`config.mk`:
```
export PLATFORM = sky130hd
export DESIGN_NAME = cipher_sched
export DESIGN_NICKNAME = d
export VERILOG_FILES = /design/src/rtl/cipher_sched_pkg.sv /design/src/rtl/cipher_sched_rr_arb2.sv /design/src/rtl/cipher_sched.sv
export SDC_FILE = /design/constraint.sdc
export NUM_CORES = 1
export LEC_CHECK = 0
export BUFFER_PORTS_ARGS = -buffer_cell sky130_fd_sc_hd__buf_2
export CAP_MARGIN = 20
export CORE_UTILIZATION = 42
export CTS_CLUSTER_DIAMETER = 50
export DETAILED_ROUTE_END_ITERATION = 16
export GPL_ROUTABILITY_DRIVEN = 0
export PLACE_DENSITY_LB_ADDON = 0.05
export SETUP_SLACK_MARGIN = 0.5
export SLEW_MARGIN = 20
export SYNTH_ARGS = -nofsm -noshare
export SYNTH_HDL_FRONTEND = slang
export SYNTH_SLANG_ARGS = --single-unit
```
`constraint.sdc`:
```
create_clock -name clock -period 2.1 [get_ports clock]
set_input_delay 0.105 -clock clock [delete_from_list [all_inputs] [get_ports clock]]
set_output_delay 0.105 -clock clock [all_outputs]
set_load 0.05 [all_outputs]
```
`src/rtl/cipher_sched_pkg.sv`:
```
// cipher_sched_pkg: shared types and constants for the cipher request scheduler.
//   state_e     - scheduler FSM states
//   NCH         - number of requesting channels
//   SHIFT_MOD   - modulus applied to requested shift amounts
//   DIR_*       - direction codes; DIR_ILLEGAL is rejected without touching the core
//   norm_shift  - folds a 5-bit shift into 0..SHIFT_MOD-1
package cipher_sched_pkg;

    localparam int unsigned NCH             = 2;
    localparam int unsigned SHIFT_MOD       = 26;
    localparam int unsigned TIMEOUT_DEFAULT = 16;

    localparam logic [1:0] DIR_0       = 2'b00;
    localparam logic [1:0] DIR_1       = 2'b01;
    localparam logic [1:0] DIR_2       = 2'b10;
    localparam logic [1:0] DIR_ILLEGAL = 2'b11;

    typedef enum logic [1:0] {
        StIdle,
        StIssue,
        StWait,
        StResp
    } state_e;

    // A 5-bit input is at most 31, so one conditional subtract is a full mod 26.
    function automatic logic [4:0] norm_shift(input logic [4:0] s);
        return (s >= 5'(SHIFT_MOD)) ? (s - 5'(SHIFT_MOD)) : s;
    endfunction

endpackage

```
`src/rtl/cipher_sched_rr_arb2.sv`:
```
// rr_arb2: two-way round-robin arbiter.
//   req   - request bits, one per channel
//   last  - channel granted most recently
//   grant - one-hot grant, or zero when nothing requests
module rr_arb2 (
    input  logic [1:0] req,
    input  logic       last,
    output logic [1:0] grant
);

    always_comb begin
        grant = '0;
        case (req)
            2'b11:   grant = last ? 2'b01 : 2'b10;
            default: grant = req;
        endcase
    end

endmodule

```
`src/rtl/cipher_sched.sv`:
```
// cipher_sched: arbitrates two request channels onto a single shift-cipher core,
// one transaction in flight at a time, with a response timeout.
//   clock, rst                     - clock, synchronous active-low reset
//   req_valid/req_ready            - per-channel request handshake
//   req_din/req_shift/req_dir      - per-channel payload
//   core_en/core_din/core_shift_num/core_direction - issue interface to the core
//   core_dout/core_v               - core result
//   resp_valid/resp_ready          - response handshake
//   resp_ch/resp_data/resp_err     - response payload
module cipher_sched
    import cipher_sched_pkg::*;
#(
    parameter int unsigned N       = 8,
    parameter int unsigned TIMEOUT = TIMEOUT_DEFAULT
) (
    input  logic                     clock,
    input  logic                     rst,
    input  logic [NCH-1:0]           req_valid,
    output logic [NCH-1:0]           req_ready,
    input  logic [NCH-1:0][N-1:0]    req_din,
    input  logic [NCH-1:0][4:0]      req_shift,
    input  logic [NCH-1:0][1:0]      req_dir,
    output logic                     core_en,
    output logic [N-1:0]             core_din,
    output logic [4:0]               core_shift_num,
    output logic [1:0]               core_direction,
    input  logic [N-1:0]             core_dout,
    input  logic                     core_v,
    output logic                     resp_valid,
    input  logic                     resp_ready,
    output logic                     resp_ch,
    output logic [N-1:0]             resp_data,
    output logic                     resp_err
);

    localparam int unsigned TW = (TIMEOUT > 1) ? $clog2(TIMEOUT) : 1;

    state_e         state_q, state_d;
    logic           last_q, last_d;
    logic           ch_q, ch_d;
    logic [N-1:0]   din_q, din_d;
    logic [4:0]     shift_q, shift_d;
    logic [1:0]     dir_q, dir_d;
    logic [TW-1:0]  timer_q, timer_d;
    logic [N-1:0]   data_q, data_d;
    logic           err_q, err_d;

    logic [1:0]     grant;
    logic           gch;

    rr_arb2 u_arb (
        .req   (req_valid),
        .last  (last_q),
        .grant (grant)
    );

    assign gch = grant[1];

    always_ff @(posedge clock) begin
        if (!rst) begin
            state_q <= StIdle;
            last_q  <= 1'b1;
            ch_q    <= 1'b0;
            din_q   <= '0;
            shift_q <= '0;
            dir_q   <= '0;
            timer_q <= '0;
            data_q  <= '0;
            err_q   <= 1'b0;
        end else begin
            state_q <= state_d;
            last_q  <= last_d;
            ch_q    <= ch_d;
            din_q   <= din_d;
            shift_q <= shift_d;
            dir_q   <= dir_d;
            timer_q <= timer_d;
            data_q  <= data_d;
            err_q   <= err_d;
        end
    end

    always_comb begin
        state_d = state_q;
        last_d  = last_q;
        ch_d    = ch_q;
        din_d   = din_q;
        shift_d = shift_q;
        dir_d   = dir_q;
        timer_d = timer_q;
        data_d  = data_q;
        err_d   = err_q;

        unique case (state_q)
            StIdle: begin
                // Ready mirrors the grant, so any nonzero grant is a handshake.
                if (|grant) begin
                    ch_d    = gch;
                    din_d   = req_din[gch];
                    shift_d = norm_shift(req_shift[gch]);
                    dir_d   = req_dir[gch];
                    if (req_dir[gch] == DIR_ILLEGAL) begin
                        data_d  = '0;
                        err_d   = 1'b1;
                        state_d = StResp;
                    end else begin
                        state_d = StIssue;
                    end
                end
            end
            StIssue: begin
                timer_d = '0;
                state_d = StWait;
            end
            StWait: begin
                timer_d = timer_q + TW'(1);
                // A result arriving on the expiry cycle takes priority over the timeout.
                if (core_v) begin
                    data_d  = core_dout;
                    err_d   = 1'b0;
                    state_d = StResp;
                end else if (timer_q == TW'(TIMEOUT - 1)) begin
                    data_d  = '0;
                    err_d   = 1'b1;
                    state_d = StResp;
                end
            end
            StResp: begin
                if (resp_ready) begin
                    last_d  = ch_q;
                    state_d = StIdle;
                end
            end
            default: state_d = StIdle;
        endcase
    end

    assign req_ready      = (state_q == StIdle) ? grant : '0;
    assign core_en        = (state_q == StIssue);
    assign core_din       = (state_q != StIdle) ? din_q : '0;
    assign core_shift_num = (state_q != StIdle) ? shift_q : '0;
    assign core_direction = (state_q != StIdle) ? dir_q : '0;
    assign resp_valid     = (state_q == StResp);
    assign resp_ch        = ch_q;
    assign resp_data      = data_q;
    assign resp_err       = err_q;

endmodule

```
Word-level counts from Yosys, hierarchy flattened --
Cells that the tools add are included.
Word-level totals: register bits after elaboration 32, input port bits 44, output and inout bits 29, word-level logic and storage cells 62
Cells by class: add/sub/neg operators 2, order comparisons 2, equal/unequal tests 10, muxes and demuxes 30, reductions and logical operators 9
Operator list (number):
- 2-to-1 mux 8 bit | 7
- 2-to-1 mux 2 bit | 11
- 2-to-1 mux 5 bit | 4
- case mux 8 bit (2 select lines) | 1
- equality test 2 bit, second input constant | 4
- case mux 2 bit (4 select lines) | 1
- case mux 4 bit (2 select lines) | 1
- nonzero test 2 bit | 3
- >= comparator 5 bit, second input constant | 1
- subtractor 5 bit, second input constant | 1
- adder 4 x 1 -> 4 bit, second input constant | 1
- equality test 4 bit, second input constant | 1
- 2-to-1 mux 1 bit | 4
- != test 2 bit, second input constant | 2
- AND reduction 2 bit | 2
- AND reduction 4 bit | 1
- != test 3 bit, second input constant | 1
- AND reduction 3 bit | 1
- equality test 2 x 1 -> 1 bit, second input constant | 1
- logical NOT 2 bit | 1
- < comparator 1 x 2 -> 1 bit, second input constant | 1
- != test 2 x 1 -> 1 bit, second input constant | 1
- case mux 1 bit (2 select lines) | 1
- OR reduction 2 bit | 1

Depth between registers and ports, before layout --
Gate-level depths: netlist of the first run.
depth in word-level cells 8, depth in mapped cells 7, mapped depth without buffers 6

Cells and area by module --
A second synthesis of the first run with hierarchy kept.
Unflattened totals: cell total of the unflattened synthesis 220, area, all modules 1824.2 um2
By module, submodules not included:
- cipher_sched | times used 1, cells an instance 217, area an instance 1805.5 um2, seq. area each 640.6 um2
- rr_arb2 | times used 1, cells an instance 3, area an instance 18.8 um2, seq. area each 0.0 um2

Least setup slack after synthesis of the first run --
Ideal clock, no wire load.
kind register to register, start point register state_q[0], end point register ch_q (netlist: resp_ch), library setup time 133 ps, arrival time 1911 ps, path slack 56 ps, stages on the path, launching flop included 8, path buffers 1, period minus slack after synthesis 2044 ps, cell sequence dfxtp_1 inv_1 ha_1 clkbuf_2 nand2_1 a21oi_1 nand2b_1 a21oi_1
Between the ends: cells in the longest elaborated chain, start to end 2
RTL lines:
- start, declared | line cipher_sched.sv:38 | state_e state_q, state_d;
- start signal, assigned | line cipher_sched.sv:61 | state_q <= StIdle;
- start signal, assigned | line cipher_sched.sv:71 | state_q <= state_d;
- logical NOT 2 bit | line cipher_sched.sv:94 | unique case (state_q)
- AND reduction 2 bit (no source line)
- end signal, assigned | line cipher_sched.sv:73 | ch_q <= ch_d;
- end, declared | line cipher_sched.sv:40 | logic ch_q, ch_d;
No other way between the ends. A chain may end at the register's enable or synchronous reset.

Worst setup path in the final report of the first run --
start point register state_q[1], end point output port core_din[1]
Between the ends: cells in the longest elaborated chain, start to end 2
RTL lines:
- nonzero test 2 bit | line cipher_sched.sv:140 | assign core_din = (state_q != StIdle) ? din_q : '0;
- 2-to-1 mux 8 bit | line cipher_sched.sv:140
- end, declared | line cipher_sched.sv:24 | output logic [N-1:0] core_din,
No other way between the ends.

==> impl_metrics.ini, run 1 <==
[status]
status = finished clean

[critical_path]
cp-startpoint = state_q[1]
crit_arrival_ns = 1.43
r2r_start = state_q[0]
reg2regPathDepth = 8
ff2ff_setup_slack_ns = 0.58
crit-reg2reg-capture = dir_q[0]
path_max_fanout = 10
cp-end-kind = primary output
worst_setup_path_start_kind = flip-flop
endpoint = core_din[1]
critPathKind = reg -> out
crit_required_ns = 2.00

[yosys]
syn_nets = 252
yosysTopAreaCell = dfxtp_1
synth_area_leaders = dfxtp_1, mux2i_1, nand2_1
yosysTopAreaCellShare_pct = 37.0
seq_area_frac_synth_pct = 37.0
synthCells = 203
synth-seq-cells = 32
yosys_warnings = 0
yosysMostFrequentCell = dfxtp_1
syn-cell-area_um2 = 1730
synth_cell_type_count = 33
synthFlopType = dfxtp_1
syn_area_per_cell_um2 = 8.53
synth_edf_count = 0
async_flop_share_pct = 0
synth_common_cells = dfxtp_1, nand2_1, mux2i_1, nor2_1, nor2b_1

[route]
vias_per_cell = 4.99
wl_per_cell_um = 12.5
first_iter_violations = 94
vias = 1675
wl_um = 4200
drc = 0
ant_nets = 0
first_pass_iters = 4

[power]
leakage_nw = 1.15
total_power_mw = 2.98
peakVddDrop_mv = 0.699
p_per_area_nw_per_um2 = 1230

[global_route]
overflow = 0
grt_pass1_vias = 1427
grt_pass1_wl_um = 6160
antenna_found_initial = 0
grt_max_degree = 29
grt_use_total_pct = 18.6

[placed_design]
post_dp_cell_area_um2 = 2120
port_buffers = 72
place_inst = 317
hpwlAfterDp_um = 2770

[clocking]
path_clk_slew_ns = 0.07
cts.sinks = 32
cts_root_buf = clkbuf_8
clk_latency_ns = 0.28
numCtsBuffers = 5
cts-hold-fix-buffers = 0
htreeDepth = 2
cts_buffer_depth = 2
cts_tree = yes

[sta]
setup_viol = 0
fin_crit_sh_pct = 73.2
rsz0062_at_grt = true
slew_violations = 0
fin_skew_ns = 0.00627
min_period_ns = 1.54
final.setup.tns_ns = 0
worstMarginPinSlew_ns = 0.522
final_hold_viol_count = 0
fmax_ghz = 0.650
maxSlewHeadroom_pct = 65.0

[floorplan]
core_um2 = 3800
die_h_um = 66.2
start_util_pct = 45.6
fp.dieW_um = 66.2
die_area_um2 = 4380
row_count = 22
num_io_pins = 73

[finish]
fin_cells = 336
diodes = 0
multi_input_area_um2 = 1030
drive_gt1_share_pct = 38.2
syn_to_final_growth_pct = 40.0
nNetsFinal = 337
nFillCells = 340
fin_area_um2 = 2420
seq_area_um2 = 649

[job]
drv_cap = 0

[min_path]
hp-class = in -> reg
## where the power goes
part,switching [mW],internal (mW),total [mW]
Sequential,0.0832,0.749,0.833
Clock,0.220,0.225,0.445
Combinational,0.998,0.700,1.70
## cells in the final DEF, fill, tap and decap left out, types with 2 or more instances in the layout
master / netlist / routed
buf_2: 1 / 59
dfxtp_1: 32 / 29
nand2_1: 26 / 25
mux2i_1: 23 / 23
buf_4: 2 / 21
nor2_1: 19 / 19
nor2b_1: 13 / 12
a211oi_1: 12 / 12
nand3_1: 10 / 10
o21ai_0: 9 / 9
inv_1: 9 / 7
a21oi_1: 8 / 7
nand3b_1: 5 / 5
clkbuf_8: 0 / 5
buf_6: 1 / 5
and2b_1: 3 / 3
nand2b_1: 3 / 3
a311oi_1: 3 / 3
inv_4: 0 / 2
ha_4: 0 / 2
ha_1: 5 / 2
clkbuf_4: 0 / 2
dfxtp_4: 0 / 2
## kinds of logic after synthesis
logic type | count (synthesis) | synth area share, %
AO/OA/AOI/OAI | 38 | 15.1
adder cells (fa/ha/maj) | 5 | 3.61
buffers and inverters | 20 | 6.29
flip-flops | 32 | 37.0
multiplexers | 24 | 13.9
AND/OR/NAND/NOR | 84 | 24.1
## worst min-delay path by stage
stage,start,to,slack (ns),cells after the start
CTS,core_dout[5],resp_data[5],0.06,3
global route,core_dout[5],resp_data[5],0.07,3
finish,core_dout[5],resp_data[5],0.06,3
floorplan,core_dout[0],resp_data[0],0.24,2
detailed placement,core_dout[1],resp_data[1],0.36,3
global placement,core_dout[0],resp_data[0],0.35,3
## critical path, cell delays in order (launching register included)
cell     delay (ns)
dfxtp_4        0.39
inv_4          0.05
ha_4           0.18
buf_4          0.17
and2b_1        0.20
buf_6          0.16
## metrics by stage
step	setup slack, ns	utilization (%)	hold slack [ns]
after floorplan	0.291	-	0.244
after global placement	0.342	55.9	0.352
after detailed placement	0.313	55.9	0.363
after CTS	0.466	60.9	0.0636
after global routing	0.471	63.8	0.0670
final	0.562	63.8	0.0625
## repair_timing
action | in CTS | in global routing
resized for setup | 18 | 22
setup buffers | 7 | 4
endpoints found under the setup margin | 37 | 39
pin swaps | 3 | 5
gates cloned | 0 | 1
## sequential cells by signal, indices dropped and copies added, names as in the netlist
| name | cells |
|---|---|
| resp_ch | 1 |
| dir_q | 2 |
| state_q | 2 |
| din_q | 8 |
| shift_q | 5 |
| resp_data | 8 |
| timer_q | 4 |
| last_q | 1 |
| resp_err | 1 |
## layout make-up
class	count	share of cell area, %
multi-input combinational	151	42.4
sequential	32	26.8
timing repair buffer	89	23.5
clock buffer	6	2.99
tap	48	2.48
inverter	9	1.60
clock inverter	1	0.207
## per-layer routing
layer / vias to the layer above / GRT usage [%] / share of wire [%]
li1: 873 / - / -
met1: 744 / 23.1 / 49
met2: 52 / 30.0 / 43
met3: 6 / 5.52 / 6.3
met4: 0 / 7.18 / 1.2
met5: - / 0 / 0
Note: power is estimated with default switching activity, not from simulation.
==> run 2: changes to the inputs <==
Clock period 2.1 ns to 1.6 ns, I/O delays scaled along.
==> run 2 against run 1 <==
Combinational power up 78%. Final area up 22%. Clock skew up 0.0011 ns. Sequential share of layout area down 4.7 points. Utilization up 14 points. Critical path depth unchanged. Total power up 60%. Die area unchanged. Critical path type unchanged. Largest cell class unchanged. Largest power group unchanged.
==> impl_metrics.ini, run 2 (synthesized netlist as in run 1, its figures left out) <==
[global_route]
grt_use_total_pct = 22.0
overflow = 0
grt_pass1_wl_um = 7220
grt_pass1_vias = 1640
grt_max_degree = 21
antenna_found_initial = 0

[finish]
syn_to_final_growth_pct = 70.4
final_cell_mix = buf_2, dfxtp_1, buf_6
final_common_cell = buf_2
nNetsFinal = 353
diodes = 0
drive_gt1_share_pct = 53.4

[clocking]
htreeDepth = 2
cts-hold-fix-buffers = 0
path_clk_slew_ns = 0.07
cts_tree = yes
cts.sinks = 32
cts_buffer_depth = 2
clk_latency_ns = 0.29
numCtsBuffers = 5
cts_root_buf = clkbuf_8

[critical_path]
path_max_fanout = 7
critPathKind = reg -> out
worst_setup_path_start_kind = flip-flop
cpMaxStageDelayCell = dfxtp_4
path_cells = inv_4 > ha_4 > buf_6 > and2b_4 > buf_8
crit_required_ns = 1.52
cp_num_buf_inv = 3
max_stage_delay_ns = 0.38
cpLargestDelayFamily = flip-flops
cp-end-kind = primary output
crit_arrival_ns = 1.45

[sta]
worstMarginPinSlew_ns = 0.401
final_hold_viol_count = 0
maxSlewHeadroom_pct = 73.1
setup_ws_ns = 0.0749
final.setup.tns_ns = 0
slew_violations = 0
rsz0062_at_grt = true
fmax_ghz = 0.656
setup_viol = 0
fin_crit_sh_pct = 95.3
fin_skew_ns = 0.00738
min_period_ns = 1.53

[floorplan]
row_count = 22
die_h_um = 66.2
fp.dieW_um = 66.2
num_io_pins = 73
core_um2 = 3800
die_area_um2 = 4380
start_util_pct = 45.6

[job]
drv_cap = 0

[placed_design]
hpwlAfterDp_um = 2950
port_buffers = 72
place_ws_ns = 0.105

[route]
vias = 1818
ant_nets = 0
wl_um = 5040
vias_per_cell = 5.15
wl_per_cell_um = 14.3
first_iter_violations = 82
drc = 0
first_pass_iters = 4

[power]
p_per_area_nw_per_um2 = 1620
leakage_nw = 1.32
peakVddDrop_mv = 0.914

[status]
status = finished clean

[min_path]
hp-class = in -> reg
==> run 2: cell count changes in the layout (fill, tap and decap cells not counted), sizes merged <==
| cell | previous run | this run |
|---|---|---|
| buf | 86 | 104 |
| bufbuf | 0 | 1 |
| clkbuf | 9 | 6 |
| clkinv | 1 | 2 |
| clkinvlp | 0 | 1 |
| inv | 9 | 8 |
==> run 2: what timing repair did <==
action                     CTS  global route
gates cloned                 2             0
gates resized for setup     60            28
setup buffers               12             8
pin swaps                    6             9
setup endpoints to repair   48            49
==> run 2: worst paths after layout <==
check          startpoint           end  slack (ns)  cells past startpoint
min          core_dout[4]  resp_data[4]        0.02                      3
min reg2reg  resp_data[4]  resp_data[4]        0.46                      2
max            state_q[1]   core_din[0]        0.07                      5
max reg2reg    state_q[1]    state_q[0]        0.11                      6
==> run 2: where the power goes <==
part	switching, mW	internal (mW)	total (mW)
combinational	1.61	1.41	3.02
clock	0.309	0.343	0.651
sequential	0.117	0.984	1.10
==> run 2: cell type report <==
| cell class | count | area (um^2) |
|---|---|---|
| Tap cell | 48 | 60.1 |
| Fill cell | 258 | 848 |
| Clock inverter | 2 | 10.0 |
| Clock buffer | 6 | 82.6 |
| Sequential cell | 32 | 652 |
| Inverter | 9 | 45.0 |
| Multi-Input combinational cell | 151 | 1240 |
| Timing Repair Buffer | 105 | 863 |
==> run 2: metrics by stage <==
step / util, % / hold slack, ns / cell area (um^2) / total power, mW / std cells
after global placement: 61.8 / 0.326 / 2350 / 3.28 / 323
after CTS: 73.3 / 0.0224 / 2780 / 4.53 / 345
after detailed placement: 61.8 / 0.331 / 2350 / 3.30 / 323
after floorplan: - / 0.219 / 1950 / 2.92 / 203
final: 77.7 / 0.0244 / 2950 / 4.77 / 353
after global routing: 77.7 / 0.0404 / 2950 / 5.01 / 353
==> run 2: worst register-to-register path, stage by stage (launching register included) <==
cell	delay (ns)
dfxtp_4	0.37
buf_4	0.14
ha_4	0.16
a222oi_1	0.33
buf_4	0.19
nor2_1	0.04
a311oi_1	0.17
==> run 2: routing by layer <==
metal  wire length (um)  GRT usage, %  share of wire, %
met2               2500          37.5                50
met4                 92          8.78               1.8
met5                  0             0                 0
met3                268          5.69               5.3
met1               2170          25.9                43
